`config.mk`:
```
export PLATFORM = sky130hd
export DESIGN_NAME = rocketcpu_wb_bridge_flat
export DESIGN_NICKNAME = d
export VERILOG_FILES = /design/src/rtl/rocketcpu_wb_bridge_pkg.sv /design/src/rtl/rocketcpu_wb_bridge_if.sv /design/src/rtl/rocketcpu_wb_bridge_tx.sv /design/src/rtl/rocketcpu_wb_bridge.sv /design/src/flat_wrapper.sv
export SDC_FILE = /design/constraint.sdc
export NUM_CORES = 1
export LEC_CHECK = 0
export ABC_AREA = 1
export CAP_MARGIN = 30
export CORE_AREA = 4 4 147 135
export CTS_BUF_LIST = sky130_fd_sc_hd__clkbuf_2 sky130_fd_sc_hd__clkbuf_4 sky130_fd_sc_hd__clkbuf_8
export DETAILED_ROUTE_END_ITERATION = 16
export DIE_AREA = 0 0 151 139
export PLACE_DENSITY = 0.73
export SYNTH_ARGS = -nofsm -noshare
export SYNTH_HDL_FRONTEND = slang
export SYNTH_HIERARCHICAL = 1
export SYNTH_SLANG_ARGS = --single-unit
```
`constraint.sdc`:
```
create_clock -name i_wb_clk -period 2.4 [get_ports i_wb_clk]
set_input_delay 0.6 -clock i_wb_clk [delete_from_list [all_inputs] [get_ports i_wb_clk]]
set_output_delay 0.6 -clock i_wb_clk [all_outputs]
set_load 0.05 [all_outputs]
```
`src/rtl/rocketcpu_wb_bridge_pkg.sv`:
```
// Shared constants, state encoding and response formatting for the byte-stream Wishbone bridge.
package rocketcpu_wb_bridge_pkg;

  localparam logic [3:0] OP_WRITE = 4'h1;
  localparam logic [3:0] OP_READ  = 4'h2;

  localparam logic [7:0] RSP_WOK   = 8'hA5;
  localparam logic [7:0] RSP_ROK   = 8'h5A;
  localparam logic [7:0] RSP_TMO   = 8'hEE;
  localparam logic [7:0] RSP_BADOP = 8'hE1;

  typedef enum logic [2:0] {
    ST_IDLE = 3'd0,
    ST_ADDR = 3'd1,
    ST_DATA = 3'd2,
    ST_BUS  = 3'd3,
    ST_RESP = 3'd4
  } state_t;

  typedef enum logic [1:0] {
    RES_WOK = 2'd0,
    RES_ROK = 2'd1,
    RES_TMO = 2'd2,
    RES_BAD = 2'd3
  } res_t;

  // Response bytes packed first-byte-lowest, as the shifter sends them.
  function automatic logic [39:0] rsp_bytes(res_t r, logic [31:0] rdt);
    logic [39:0] b;
    case (r)
      RES_ROK: b = {rdt, RSP_ROK};
      RES_TMO: b = {32'h0, RSP_TMO};
      RES_BAD: b = {32'h0, RSP_BADOP};
      default: b = {32'h0, RSP_WOK};
    endcase
    return b;
  endfunction

  function automatic logic [2:0] rsp_len(res_t r);
    return (r == RES_ROK) ? 3'd5 : 3'd1;
  endfunction

endpackage

```
`src/rtl/rocketcpu_wb_bridge_if.sv`:
```
// Byte-stream and Wishbone signals of the debug bridge, grouped for the bridge (master) and its environment (slave).
interface rocketcpu_wb_bridge_if;
  // RX is a one-cycle strobe with no backpressure; TX holds o_tx_data/o_tx_valid until o_tx_valid && i_tx_ready
  // is seen on a rising edge; a Wishbone cycle holds o_wb_cyc and its fields stable until a one-cycle i_wb_ack.
  logic [7:0]  i_rx_data;
  logic        i_rx_valid;
  logic [7:0]  o_tx_data;
  logic        o_tx_valid;
  logic        i_tx_ready;
  logic [31:0] o_wb_adr;
  logic [31:0] o_wb_dat;
  logic [3:0]  o_wb_sel;
  logic        o_wb_we;
  logic        o_wb_cyc;
  logic [31:0] i_wb_rdt;
  logic        i_wb_ack;

  modport master (
    input  i_rx_data, i_rx_valid, i_tx_ready, i_wb_rdt, i_wb_ack,
    output o_tx_data, o_tx_valid, o_wb_adr, o_wb_dat, o_wb_sel, o_wb_we, o_wb_cyc
  );

  modport slave (
    output i_rx_data, i_rx_valid, i_tx_ready, i_wb_rdt, i_wb_ack,
    input  o_tx_data, o_tx_valid, o_wb_adr, o_wb_dat, o_wb_sel, o_wb_we, o_wb_cyc
  );
endinterface

```
`src/rtl/rocketcpu_wb_bridge_tx.sv`:
```
// Response shifter: loads up to five bytes and presents them one at a time under valid/ready.
module rocketcpu_wb_bridge_tx (
  input  logic        clk,
  input  logic        rst_n,
  input  logic        load,
  input  logic [39:0] load_data,
  input  logic [2:0]  load_len,
  input  logic        ready,
  output logic [7:0]  data,
  output logic        valid,
  output logic        busy
);

  logic [39:0] shreg;
  logic [2:0]  len;

  always_ff @(posedge clk or negedge rst_n) begin
    if (!rst_n) begin
      shreg <= '0;
      len   <= '0;
    end else if (load) begin
      shreg <= load_data;
      len   <= load_len;
    end else if (valid && ready) begin
      shreg <= {8'h00, shreg[39:8]};
      len   <= len - 3'd1;
    end
  end

  assign data  = shreg[7:0];
  assign valid = (len != 3'd0);
  assign busy  = valid;

endmodule

```
`src/rtl/rocketcpu_wb_bridge.sv`:
```
// Debug Wishbone initiator: parses write/read commands from a byte stream, runs one bus cycle, returns status bytes.
module rocketcpu_wb_bridge
  import rocketcpu_wb_bridge_pkg::*;
#(
  parameter int TIMEOUT      = 1024,
  parameter int IDLE_TIMEOUT = 120000
) (
  input  logic                   i_wb_clk,
  input  logic                   reset_n,
  rocketcpu_wb_bridge_if.master  bus,
  output logic                   o_busy,
  output state_t                 state_dbg
);

  localparam int BW = $clog2(TIMEOUT + 1);
  localparam int IW = $clog2(IDLE_TIMEOUT + 1);
  localparam logic [BW-1:0] TMO_LAST  = BW'(TIMEOUT - 1);
  localparam logic [BW-1:0] BUS_ONE   = BW'(1);
  localparam logic [IW-1:0] IDLE_LAST = IW'(IDLE_TIMEOUT - 1);
  localparam logic [IW-1:0] IDLE_ONE  = IW'(1);

  state_t        state, state_nxt;
  logic [1:0]    cnt;
  logic [IW-1:0] idle_cnt;
  logic [BW-1:0] bus_cnt;
  logic [31:0]   adr, dat, rdt;
  logic [3:0]    sel;
  logic          we;
  res_t          res;
  logic          tx_load, tx_busy;
  logic [39:0]   rsp_data;
  logic [2:0]    rsp_n;
  logic          rx_take, idle_expired, opcode_ok;

  assign rx_take      = bus.i_rx_valid && (state == ST_ADDR || state == ST_DATA);
  assign idle_expired = !bus.i_rx_valid && (idle_cnt == IDLE_LAST);
  assign opcode_ok    = (bus.i_rx_data[7:4] == OP_WRITE) || (bus.i_rx_data[7:4] == OP_READ);

  always_comb begin
    state_nxt = state;
    tx_load   = 1'b0;
    case (state)
      ST_IDLE: if (bus.i_rx_valid) state_nxt = opcode_ok ? ST_ADDR : ST_RESP;
      ST_ADDR: begin
        if (bus.i_rx_valid && cnt == 2'd3) state_nxt = we ? ST_DATA : ST_BUS;
        else if (idle_expired)             state_nxt = ST_IDLE;
      end
      ST_DATA: begin
        if (bus.i_rx_valid && cnt == 2'd3) state_nxt = ST_BUS;
        else if (idle_expired)             state_nxt = ST_IDLE;
      end
      ST_BUS:  if (bus.i_wb_ack || bus_cnt == TMO_LAST) state_nxt = ST_RESP;
      // cnt==0 marks the first RESP cycle, which loads the shifter; bad opcodes also drain through here.
      ST_RESP: begin
        if (cnt == 2'd0) tx_load = 1'b1;
        else if (!tx_busy) state_nxt = ST_IDLE;
      end
      default: state_nxt = ST_IDLE;
    endcase
  end

  always_ff @(posedge i_wb_clk or negedge reset_n) begin
    if (!reset_n) begin
      state    <= ST_IDLE;
      cnt      <= '0;
      idle_cnt <= '0;
      bus_cnt  <= '0;
      adr      <= '0;
      dat      <= '0;
      rdt      <= '0;
      sel      <= '0;
      we       <= 1'b0;
      res      <= RES_WOK;
    end else begin
      state <= state_nxt;
      if (state_nxt != state) begin
        cnt      <= '0;
        idle_cnt <= '0;
        bus_cnt  <= '0;
      end else begin
        if (rx_take)             cnt <= cnt + 2'd1;
        if (state == ST_RESP)    cnt <= 2'd1;
        if (rx_take)             idle_cnt <= '0;
        else if (state == ST_ADDR || state == ST_DATA) idle_cnt <= idle_cnt + IDLE_ONE;
        if (state == ST_BUS)     bus_cnt <= bus_cnt + BUS_ONE;
      end
      case (state)
        ST_IDLE: if (bus.i_rx_valid) begin
          we  <= (bus.i_rx_data[7:4] == OP_WRITE);
          sel <= (bus.i_rx_data[7:4] == OP_WRITE) ? bus.i_rx_data[3:0] : 4'hF;
          if (!opcode_ok) res <= RES_BAD;
        end
        ST_ADDR: if (bus.i_rx_valid) adr[{cnt, 3'b000} +: 8] <= bus.i_rx_data;
        ST_DATA: if (bus.i_rx_valid) dat[{cnt, 3'b000} +: 8] <= bus.i_rx_data;
        ST_BUS: begin
          // An ack on the final timeout cycle still wins.
          if (bus.i_wb_ack) begin
            rdt <= bus.i_wb_rdt;
            res <= we ? RES_WOK : RES_ROK;
          end else if (bus_cnt == TMO_LAST) begin
            res <= RES_TMO;
          end
        end
        default: ;
      endcase
    end
  end

  assign rsp_data = rsp_bytes(res, rdt);
  assign rsp_n    = rsp_len(res);

  rocketcpu_wb_bridge_tx u_tx (
    .clk       (i_wb_clk),
    .rst_n     (reset_n),
    .load      (tx_load),
    .load_data (rsp_data),
    .load_len  (rsp_n),
    .ready     (bus.i_tx_ready),
    .data      (bus.o_tx_data),
    .valid     (bus.o_tx_valid),
    .busy      (tx_busy)
  );

  assign bus.o_wb_cyc = (state == ST_BUS);
  assign bus.o_wb_adr = adr;
  assign bus.o_wb_dat = dat;
  assign bus.o_wb_sel = sel;
  assign bus.o_wb_we  = we;
  assign o_busy       = (state != ST_IDLE);
  assign state_dbg    = state;

endmodule
```
`src/flat_wrapper.sv`:
```
// flat-port wrapper written by rule: the top's interface ports become plain ports
module rocketcpu_wb_bridge_flat import rocketcpu_wb_bridge_pkg::*;
#(
  parameter int TIMEOUT      = 1024,
  parameter int IDLE_TIMEOUT = 120000
)
  (i_wb_clk, reset_n, o_busy, state_dbg, bus_i_rx_data, bus_i_rx_valid, bus_i_tx_ready, bus_i_wb_rdt, bus_i_wb_ack, bus_o_tx_data, bus_o_tx_valid, bus_o_wb_adr, bus_o_wb_dat, bus_o_wb_sel, bus_o_wb_we, bus_o_wb_cyc);
  rocketcpu_wb_bridge_if bus_i ();
  input  logic i_wb_clk;
  input  logic reset_n;
  output logic o_busy;
  output state_t state_dbg;
  input wire logic [$bits(bus_i.i_rx_data)-1:0] bus_i_rx_data;
  input wire logic [$bits(bus_i.i_rx_valid)-1:0] bus_i_rx_valid;
  input wire logic [$bits(bus_i.i_tx_ready)-1:0] bus_i_tx_ready;
  input wire logic [$bits(bus_i.i_wb_rdt)-1:0] bus_i_wb_rdt;
  input wire logic [$bits(bus_i.i_wb_ack)-1:0] bus_i_wb_ack;
  output wire logic [$bits(bus_i.o_tx_data)-1:0] bus_o_tx_data;
  output wire logic [$bits(bus_i.o_tx_valid)-1:0] bus_o_tx_valid;
  output wire logic [$bits(bus_i.o_wb_adr)-1:0] bus_o_wb_adr;
  output wire logic [$bits(bus_i.o_wb_dat)-1:0] bus_o_wb_dat;
  output wire logic [$bits(bus_i.o_wb_sel)-1:0] bus_o_wb_sel;
  output wire logic [$bits(bus_i.o_wb_we)-1:0] bus_o_wb_we;
  output wire logic [$bits(bus_i.o_wb_cyc)-1:0] bus_o_wb_cyc;
  assign bus_i.i_rx_data = bus_i_rx_data;
  assign bus_i.i_rx_valid = bus_i_rx_valid;
  assign bus_i.i_tx_ready = bus_i_tx_ready;
  assign bus_i.i_wb_rdt = bus_i_wb_rdt;
  assign bus_i.i_wb_ack = bus_i_wb_ack;
  assign bus_o_tx_data = bus_i.o_tx_data;
  assign bus_o_tx_valid = bus_i.o_tx_valid;
  assign bus_o_wb_adr = bus_i.o_wb_adr;
  assign bus_o_wb_dat = bus_i.o_wb_dat;
  assign bus_o_wb_sel = bus_i.o_wb_sel;
  assign bus_o_wb_we = bus_i.o_wb_we;
  assign bus_o_wb_cyc = bus_i.o_wb_cyc;
  rocketcpu_wb_bridge #(.TIMEOUT(TIMEOUT), .IDLE_TIMEOUT(IDLE_TIMEOUT)) u_core (.i_wb_clk(i_wb_clk), .reset_n(reset_n), .bus(bus_i), .o_busy(o_busy), .state_dbg(state_dbg));
endmodule
```
==> results by group, run 1 <==
Status
  • Outcome: finished clean

Routing
  • Number of DRC violations after detailed-routing iteration 0: 438
  • Average vias per placed instance: 5.06
  • Via count of the routed design: 7276
  • Iteration count of the initial detailed-routing pass: 5
  • Uppermost layer routed: met4
  • Routed wl met3: 959 um
  • Routed length per instance: 15.1 um
  • Final Routed Wirelength: 21.7 mm
  • Remaining number of nets flagged by the antenna check after routing: 0
  • Detailed route wirelength on metal2: 10.5 mm
  • Residual DRC: 0
  • Met1 Wirelength: 9.79 mm

Worst setup path
  • Reg2Reg Launch Point: u_core/cnt[0]
  • Cell with the largest stage delay on the worst path: sky130_fd_sc_hd__clkdlybuf4s50_1
  • Length in cells of the worst reg-to-reg path: 8
  • Data arrival at the endpoint of the critical path: 1.71 ns
  • Total number of cells along the worst setup path: 1
  • CP bufs+invs: 1
  • Worst setup path startpoint: u_core/bus.o_wb_dat[30]
  • Type of origin of the critical path: register
  • Critical path's largest stage delay: 0.86 ns
  • Largest fanout of any net on the critical path: 2
  • Category of the most critical setup path: register to output pin
  • CP cell instances: clkdlybuf4s50_1
  • Critical Path RT: 1.80 ns
  • Terminus of the critical flop-to-flop path: u_core/bus.o_wb_adr[0]
  • Critical path capture point type: output pin
  • Reg2Reg Setup Slack: 0.25 ns
  • Cell type group with the largest total delay on the critical path: buffers and inverters

Timing
  • Measured slew at the worst slew-check pin: 0.573 ns
  • Pins over their slew limit: 0
  • Relative slew slack: 61.7%
  • Final setup fails: 0
  • Clock skew: 0.0195 ns
  • Unrepaired setup endpoints after global routing: no
  • Crit share post-route: 96.2%
  • Final critical-path required period: 2.31 ns
  • Max Freq: 433 MHz
  • Final hold viol count: 0

Layout
  • End-of-flow core utilization: 60.7%
  • Fraction of layout instances using a drive strength above 1: 16.4%
  • Area grow syn2layout: 22.8%
  • Ant diodes: 0
  • Non-filler instance count after layout: 1438
  • Post-layout nets: 1237

Floorplanning
  • Die area: 21000 um^2
  • Die Span Y: 139 um
  • Total I/O pin count: 128
  • Number of placement rows: 47
  • DIE WIDTH: 151 um
  • Initial cell density of the core: 49.4%
  • Core region area: 18200 um^2

GRT
  • Pin count of the biggest net entering global routing: 72
  • Global-route wire length before repair: 36.0 mm
  • Number of antenna violations at the first check in global routing: 0
  • Total GRT Usage: 21.5%
  • Via count of the first global-routing pass: 7128
  • Remaining Overflow, GRT: 0

Pwr
  • Power density of the placed cells: 732 nW/um^2
  • Static leakage: 5.42 nW
  • Maximum VDD drop: 0.570 mV

Place
  • Number of cells after detailed placement: 1405
  • Total half-perimeter wirelength after legalization and detailed placement: 15.4 mm
  • I/O Buffers: 127
  • Gp weighted congestion: 0.866

Yosys
  • Number of register bits inferred by synthesis: 179
  • Count of distinct cell types in the synthesized netlist: 37
  • Share of synthesized area occupied by flip-flops and latches: 49.7%
  • Number of warning messages in the yosys log: 6
  • Per-instance average area after synthesis: 8.61 um^2
  • Total nets after synthesis: 1103
  • Number of instances in the synthesized netlist: 1046
  • Post-synthesis cell area: 9010 um^2

Clocking
  • Clock slew at reported path FFs: 0.11 ns
  • Postcts setup bufs: 0
  • Clock sink count: 179
  • Number of H-tree levels: 4
  • CTS tree: built
  • Number of buffers on the longest clock path: 2
  • Buffer cell driving the clock tree root: sky130_fd_sc_hd__clkbuf_8
  • Clock insertion delay at the later pin of the skew report: 0.49 ns
  • Num CTS Buffers: 17

Hold path
  • Tightest Hold Check Type: input port to async pin

Flow run
  • Max_cap viols: 0
per-stage QoR:
step | worst slack, ns | instance area (um^2) | power, mW | hold WS, ns | TNS, ns
floorplan | 0.225 | 9010 | 5.25 | 0.304 | 0
global placement | 0.0584 | 10600 | 5.84 | 0.457 | 0
detailed placement | -0.0323 | 10600 | 5.88 | 0.460 | -0.0692
CTS | 0.0569 | 11000 | 8.09 | 0.0227 | 0
global route | 0.0244 | 11100 | 8.50 | 0.0165 | 0
finish | 0.0905 | 11100 | 8.09 | 0.0262 | 0
Yosys cell counts, drive strengths merged:
| cell type | number | area (um^2) |
|---|---|---|
| o21ai | 69 | 454 |
| nand4 | 41 | 257 |
| inv | 112 | 420 |
| nor2 | 104 | 478 |
| o211ai | 1 | 7.51 |
| xor2 | 13 | 114 |
| nand3 | 34 | 175 |
| xnor2 | 7 | 61.3 |
| clkinv | 4 | 16.3 |
| mux2 | 48 | 541 |
| clkbuf | 13 | 48.8 |
| ha | 12 | 150 |
| conb | 2 | 7.51 |
| nor3b | 2 | 15.0 |
| a2bb2oi | 4 | 35.0 |
| nor4 | 1 | 6.26 |
| or2 | 1 | 6.26 |
| a21oi | 9 | 48.8 |
| nand2 | 345 | 1350 |
| nor3 | 10 | 50.1 |
| o21bai | 1 | 7.51 |
| buf | 34 | 279 |
| dfrtp | 179 | 4480 |
state kept, by name, summed over array words and instances, names as in the netlist:
| signal | count |
|---|---|
| u_core/rdt | 32 |
| u_core/bus_cnt | 11 |
| u_core/cnt | 2 |
| u_core/u_tx/len | 3 |
| u_core/u_tx/shreg | 40 |
| u_core/idle_cnt | 17 |
| u_core/bus.o_wb_sel | 4 |
| u_core/state_dbg | 3 |
| u_core/res | 2 |
| u_core/bus.o_wb_dat | 32 |
| u_core/bus.o_wb_adr | 32 |
| u_core/bus.o_wb_we | 1 |
area by class of cell:
type | count | area (um^2)
clock buffers | 17 | 234
fillers | 1603 | 7170
inverters | 116 | 438
repair buffers | 161 | 1620
well taps | 245 | 307
flip-flops and latches | 179 | 4480
clock inverters | 15 | 193
multi-input cells | 705 | 3800
logic make-up (layout without fill, tap and decap cells):
logic type	count (synthesis)	count (layout)	synth area share (%)
muxes	48	48	6.00
buffers and inverters	163	309	8.48
and+or+nand+nor	538	539	26.0
other	2	2	0.0833
DFF	179	179	49.7
xor gates and xnor gates	20	20	1.94
adders and majority gates	12	12	1.67
AOI/OAI and AO/OA	84	84	6.14
repair_timing:
action | in CTS | in global routing
setup endpoints to repair | 2 | 25
cloned | 0 | 1
gates resized for setup | 2 | 2
pin swaps | 0 | 1
hold buffers | 0 | 0
worst max path at each step:
stage / endpoint
2_1_floorplan: u_core/bus_cnt[9]
3_3_place_gp: u_core/bus.o_wb_dat[22]
3_5_place_dp: u_core/bus_cnt[1]
4_1_cts: bus_o_wb_dat[30]
5_1_grt: u_core/bus.o_wb_dat[6]
6_report: bus_o_wb_dat[30]
power by group:
group          switching (mW)  internal [mW]
clock network            1.25          0.974
logic                    1.81          0.739
registers               0.132           3.19
total                    3.19           4.91
cells in the final DEF (no fill, tap or decap), types with 12 or more instances in the layout:
cell type / instances
sky130_fd_sc_hd__nand2_1: 335
sky130_fd_sc_hd__inv_1: 102
sky130_fd_sc_hd__o21ai_2: 29
sky130_fd_sc_hd__dfrtp_1: 179
sky130_fd_sc_hd__xor2_1: 13
sky130_fd_sc_hd__ha_1: 12
sky130_fd_sc_hd__nor2_2: 15
sky130_fd_sc_hd__clkbuf_8: 17
sky130_fd_sc_hd__nand4_1: 41
sky130_fd_sc_hd__nor2_1: 81
sky130_fd_sc_hd__nand3_1: 33
sky130_fd_sc_hd__buf_4: 30
sky130_fd_sc_hd__mux2_2: 48
sky130_fd_sc_hd__clkdlybuf4s50_1: 120
sky130_fd_sc_hd__o21ai_0: 35
layer usage:
metal	vias up	global-route usage, %
met2	169	34.3
met5	-	0
met3	28	4.77
met1	3521	29.6
met4	0	6.15
li1	3558	-
(Power assumes the default switching activity.)
==> inputs of run 2 (changes only) <==
CTS_CLUSTER_DIAMETER = 50   (was default)
==> results of run 2 <==
The final DEF is identical to that of run 1; final timing and power are the same.
